<file path="config.mk">
export PLATFORM = sky130hd
export DESIGN_NAME = kamikaze_ibus_master
export DESIGN_NICKNAME = d
export VERILOG_FILES = /design/src/rtl/kamikaze_ibus_master.sv
export SDC_FILE = /design/constraint.sdc
export NUM_CORES = 1
export LEC_CHECK = 0
export ABC_CLOCK_PERIOD_IN_PS = 2700
export BUFFER_PORTS_ARGS = -buffer_cell sky130_fd_sc_hd__buf_2
export CAP_MARGIN = 20
export CORE_MARGIN = 2
export CORE_UTILIZATION = 46
export CTS_CLUSTER_DIAMETER = 80
export DETAILED_ROUTE_END_ITERATION = 10
export HOLD_SLACK_MARGIN = 0.06
export PLACE_DENSITY = 0.76
export SLEW_MARGIN = 30
export SYNTH_ARGS = -nofsm -noshare
export SYNTH_HDL_FRONTEND = slang
export SYNTH_SLANG_ARGS = --single-unit
</file>
<file path="constraint.sdc">
create_clock -name clk_i -period 2.7 [get_ports clk_i]
set_clock_uncertainty 0.05 [all_clocks]
set_input_delay 0.135 -clock clk_i [delete_from_list [all_inputs] [get_ports clk_i]]
set_output_delay 0.135 -clock clk_i [all_outputs]
set_load 0.005 [all_outputs]
</file>
<file path="src/rtl/kamikaze_ibus_master.sv">
// kamikaze_ibus_master: single-outstanding instruction bus fetch master with flush and timeout
module kamikaze_ibus_master #(
  parameter int TIMEOUT = 255
) (
  input  logic        clk_i,
  input  logic        rst_i,
  input  logic [31:0] pc_i,
  output logic [31:0] ir_o,
  output logic        memory_ready_o,
  input  logic        branch_i,
  output logic [31:0] ibus_addr_o,
  output logic        ibus_req_o,
  input  logic        ibus_ack_i,
  input  logic [31:0] ibus_rdata_i,
  input  logic        ibus_err_i,
  output logic        fault_o
);
  typedef enum logic [1:0] {IDLE, REQ, RESP, DRAIN} state_t;
  localparam logic [7:0] TLAST = 8'(TIMEOUT - 1);
  state_t state_q, state_d;
  logic [31:0] addr_q, data_q;
  logic err_q, done, tmo, fin, cap;
  logic [7:0] cnt_q;
  assign done = ibus_ack_i | ibus_err_i;
  assign tmo = !done && cnt_q == TLAST;
  assign fin = done | tmo;
  always_comb begin
    state_d = state_q;
    cap = 1'b0;
    case (state_q)
      IDLE:  state_d = branch_i ? IDLE : REQ;
      REQ: begin
        cap = fin & !branch_i;
        state_d = fin ? (branch_i ? IDLE : RESP) : (branch_i ? DRAIN : REQ);
      end
      RESP:  state_d = IDLE;
      DRAIN: state_d = fin ? IDLE : DRAIN;
      default: state_d = IDLE;
    endcase
  end
  always_ff @(posedge clk_i or posedge rst_i) begin
    if (rst_i) begin
      state_q <= IDLE;
      addr_q  <= '0;
      data_q  <= '0;
      err_q   <= 1'b0;
      cnt_q   <= '0;
    end else begin
      state_q <= state_d;
      if (state_q == IDLE) begin
        addr_q <= {pc_i[31:2], 2'b00};
        cnt_q  <= '0;
      end else if ((state_q == REQ || state_q == DRAIN) && !done) begin
        cnt_q <= cnt_q + 8'd1;
      end
      if (cap) begin
        data_q <= ibus_ack_i ? ibus_rdata_i : 32'h0;
        err_q  <= !ibus_ack_i;
      end
    end
  end
  assign ibus_req_o     = state_q == REQ || state_q == DRAIN;
  assign ibus_addr_o    = addr_q;
  assign ir_o           = data_q;
  assign memory_ready_o = state_q == RESP && !branch_i;
  assign fault_o        = memory_ready_o && err_q;
endmodule

</file>
# Yosys cells after proc, flatten, opt, wreduce, memory -nomap -nowiden
# Index checks and enable logic that the tools add are counted.
# totals
reg_bits	73
input_bits	69
out_inout_bits	67
wordCells	33
# classes
add_sub_neg	1
n_eq_ne	4
muxes	10
bitwise_logic	3
n_reduce_logical	10
# ops
op	n
2-to-1 mux 32 bit	1
2-to-1 mux 8 bit	2
adder 8 x 1 -> 8 bit (second input constant)	1
== test 8 bit (second input constant)	1
2-to-1 mux 2 bit	4
one-hot mux 2 bit (4 select lines)	1
== test 2 bit (second input constant)	2
logical AND 1 bit	4
logical NOT 1 bit	3
== test 2 x 1 -> 1 bit (second input constant)	1
logical NOT 2 bit	1
2-to-1 mux 1 bit	2
bitwise OR 1 bit	2
nonzero test 2 bit	1
bitwise AND 1 bit	1
logical OR 1 bit	1

# Depth between registers and ports, before layout
# logic_depth
depth_word	6
depth_mapped	10

# Worst setup path after synthesis
# OpenSTA, ideal clock, no wires.
# synth_path
path_type	register to register
from	register cnt_q[3]
to	register data_q[0] (netlist: ir_o[0])
setup_ns	0.128
arrival_ns	1.789
required_time_ns	2.522
path_slack_ns	0.734
path_stages_with_launch	9
path_buffers	2
cell_sequence	dfrtp_1 and4_1 and4_1 or3_1 ha_1 nand3b_1 buf_2 buf_2 o21ai_0
# synth_between
elab_chain_len	5
# synth_lines
item	line_no	text
start, declared	23	logic [7:0] cnt_q;
start signal, assigned	54	cnt_q <= cnt_q + 8'd1;
== test 8 bit	25	assign tmo = !done && cnt_q == TLAST;
logical AND 1 bit	25	
bitwise OR 1 bit	26	assign fin = done | tmo;
bitwise AND 1 bit	33	cap = fin & !branch_i;
2-to-1 mux 1 bit	30	case (state_q)
end signal, assigned	57	data_q <= ibus_ack_i ? ibus_rdata_i : 32'h0;
end, declared	21	logic [31:0] addr_q, data_q;
# Every way passes these cells.
# A chain may end at the register's enable or synchronous reset.

# Worst setup path in the final report
# layout_path
from	register cnt_q[4]
to	register data_q[7] (netlist: ir_o[7])
# Same word-level chain as after synthesis.

==> results <==
- The detailed-placement wirelength estimate is around 4700 um.
- The congestion estimate from routability-driven global placement came to around 0.73.
- The total inserted antenna cells is 0.
- Clock-pin slew was measured on the worst setup and hold paths at approximately 0.070 ns.
- The sequential power share is 0.464.
- Counting every instance in the synthesized netlist gives between 300 and 400.
- The buffer levels on the longest clock path is 2.
- The initial DRC count is 190.
- The level count of the clock H-tree is 3.
- The final hold violation count is 0.
- The predominant post-synthesis flop cell is dfrtp_1.
- The number of buffers created by CTS is 9.
- The sequential-to-total area share from yosys stat is 0.613.
- Once layout is done, the placed cells without fillers occupy around 0.0045 mm2.
- The layer flagged by global routing as most heavily used is met2.
- The post-CTS setup buffer count is 0.
- The min-delay analysis places its worst path in the category in -> reg.
- The number of flops mapped to enable cells by yosys is 0.
- Clock latency on the worst-skew pair, taken at its later pin, is around 0.33 ns.
- The count of nets left with antenna violations once routing finished came out at 0.
- The minimum period implied by the final worst setup slack is 2.12 ns.
- The highest clock frequency the design can meet is 472 MHz.
- The number of global-route vias before repair is 2863.
- The floorplan step defined a die boundary enclosing a little over 0.007 mm2.
- Of the total power, the share spent switching nets is 0.304.
- For this design the total switching power over the nets is between 1000 and 1500 uW.
- Setup violations remaining at the end of the flow were counted as 0.
- Of the total power, the clock network draws 0.263.
- The met3 usage in global routing is 0.0413.
- The category of the worst setup path launch point is a flip-flop.
- The initial core utilization is 0.472.
- Setup repair after global routing left no endpoint under its margin.
- The routed layout has around 2900 vias.
- The tool flagged a number of max-cap violations equal to 0.
- The yosys synthesis warning count is 0.
- The quantity of I/O buffers inserted on ports is roughly 130.
- For the pin with the worst max-slew slack, the measured transition is between 0.7 and 0.8 ns.
- Dividing the detail-routed via count by the number of cells gives between 4 and 5.
- The wire length reported by the detailed router is 7920 um.
- The cell area that synthesis handed to floorplanning was around 0.0030 mm2.
- The design draws 3330 uW.
- The worst setup path is captured at a flip-flop.
- The met2 track demand over resource is 0.408.
- The final core area utilization is 0.719.
- Data on the critical path arrives at its endpoint at about 2.3 ns.
- The required arrival time at the worst endpoint is between 2 and 3 ns.
- The clock tree from TritonCTS is done.
- In this run the vertical extent of the chip is 84.5 um.
- The final net count is approximately 590.
- Of all flip-flops after synthesis, the portion carrying an async set or reset was 1.00.
- The final count of pins violating max slew is 0.
- After detailed routing, the average wire length per cell comes to 13.2 um.
- The critical path is of the reg -> reg type.
- Relative to the synthesized area, the layout overhead comes to 52.3%.
- In the final timing run, aggregate negative setup slack is 0 ns.
- In this run the power density over the cells is about 730 mW/mm2.
- The normalized max-slew margin is 0.514.
- The total overflow left after global routing is 0.
- The met1 track demand over resource is 0.269.
- Before antenna repair, the detailed router went through 4 iterations.
- For this run, the total global-route usage over all layers was measured as 0.231.
- The instance area at placement is ~0.0037 mm2.
- The hold-critical path depth is 4.
- The internal portion of the total power is roughly 2300 uW.
- The die is between 80 and 90 um wide.
- The power share of the combinational group is 0.274.
- The leakage power total is roughly 0.0025 uW.
- For the worst flop-to-flop path, the logic depth is 8.
- The flow ran to the end, and the final reports show no timing, DRC or antenna violations.
- The smallest hold slack is roughly 0.13 ns.
- The number of library cell types mapped by synthesis is 27.
- Across the VDD grid, the largest voltage drop is 0.477 mV.
- The flip-flop and latch count after synthesis is 73.
- The average size of a mapped cell is 9.06 um2.
- The largest net degree at the start of global routing is 67.
- Dividing the final minimum period by the clock period gives 0.785.
- The maximum net fanout on the critical path is 66.
- The number of antenna violations at the first check in global routing was 0.
- The post-detailed-route DRC marker count is 0.
- The core area is 0.00631 mm2.
- The share of final-layout standard cells stronger than drive strength 1 is 0.292.
- The first global-routing pass estimated 12900 um of wire.
- Row generation in the floorplan step produced 29 rows.
- Counting every sink on the clock net gives 73.
- The cell sitting at the root of the clock tree is a clkbuf_8.
- The post-cts resize count is 0.
- The boundary pin count is ~140.
-- what timing repair did --
action                                  in CTS  in global routing
endpoints found under the hold margin       89                  0
hold buffers                                64                  0
endpoints found under the setup margin       0                  0
-- metrics by stage --
step / instances / worst slack (ns)
after floorplan: 330 / 0.662
after global placement: 521 / 0.697
after detailed placement: 521 / 0.630
after CTS: 601 / 0.619
after global routing: 601 / 0.450
final: 601 / 0.580
-- critical path, cell delays in order, from the launching register on --
cell and delay [ns]:
dfrtp_1 0.41, and4_1 0.23, and4_1 0.23, or3_1 0.31
ha_1 0.18, nand3b_1 0.12, buf_12 0.25, nand2_1 0.11
o21ai_0 0.11
-- synthesized netlist by cell type, types with 2 or more instances --
| cell type | n | area share |
|---|---|---|
| and2_1 | 2 | 0.0042 |
| and4_1 | 2 | 0.0059 |
| buf_2 | 8 | 0.013 |
| buf_4 | 2 | 0.0050 |
| clkbuf_1 | 10 | 0.013 |
| dfrtp_1 | 73 | 0.61 |
| ha_1 | 3 | 0.013 |
| inv_1 | 3 | 0.0038 |
| mux2i_1 | 4 | 0.013 |
| nand2_1 | 162 | 0.20 |
| nand3_1 | 6 | 0.010 |
| nor2_1 | 2 | 0.0025 |
| o21ai_0 | 34 | 0.057 |
| o21ai_1 | 4 | 0.0067 |
| or3_1 | 2 | 0.0042 |
-- logic make-up after synthesis --
kind of cell / count (synthesis) / synth area share
other: 1 / 0.00126
multiplexers: 4 / 0.0134
buffers and inverters: 24 / 0.0386
AO/OA/AOI/OAI: 40 / 0.0676
flip-flops: 73 / 0.613
AND/OR/NAND/NOR: 184 / 0.253
adder cells (fa/ha/maj): 3 / 0.0126
-- final cells by class --
cell class              count  area [um2]
well taps                  77        96.3
fillers                   482        1780
inverters                   3        11.3
multi-input cells         233        1040
repair buffers            199        1350
flip-flops and latches     73        1830
clock buffers              14         173
clock inverters             2        35.0
-- placed cells by master, fill, tap and decap left out, drive strengths merged, types with 3 or more instances in the layout --
cell type and instances:
nand3 6, mux2i 4, dfrtp 73, buf 135
inv 3, nand2 162, dlygate4sd3 64, clkbuf 14
ha 3, o21ai 38
-- state kept, by name, indices dropped and copies added (netlist names) --
name	flops
ir_o	32
ibus_addr_o	30
cnt_q	8
state_q	2
err_q	1
-- power groups by stage --
| stage | clock network, uW | registers, uW | logic [uW] |
|---|---|---|---|
| after floorplan | 0 | 1590 | 365 |
| after global placement | 0 | 1540 | 805 |
| after detailed placement | 0 | 1560 | 836 |
| after CTS | 898 | 1540 | 909 |
| after global routing | 943 | 1580 | 1030 |
| final | 875 | 1550 | 913 |
-- final timing paths --
check / startpoint / slack (ns) / endpoint
min in group asynchronous: rst_i / 0.39 / cnt_q[4]
hold / removal: ibus_err_i / 0.13 / state_q[1]
setup / recovery: cnt_q[4] / 0.58 / ir_o[7]
max in group asynchronous: rst_i / 1.57 / ibus_addr_o[5]
hold reg to reg: cnt_q[7] / 0.42 / cnt_q[7]
setup reg to reg: cnt_q[4] / 0.58 / ir_o[7]
-- metal layers --
layer | routed length, um | share of wire | up-vias
met1 | 3070 | 0.39 | 1339
met5 | 0 | 0 | -
met2 | 4260 | 0.54 | 83
li1 | - | - | 1418
met4 | 282 | 0.036 | 0
met3 | 302 | 0.038 | 27
Power figures use the tool's default switching activity.
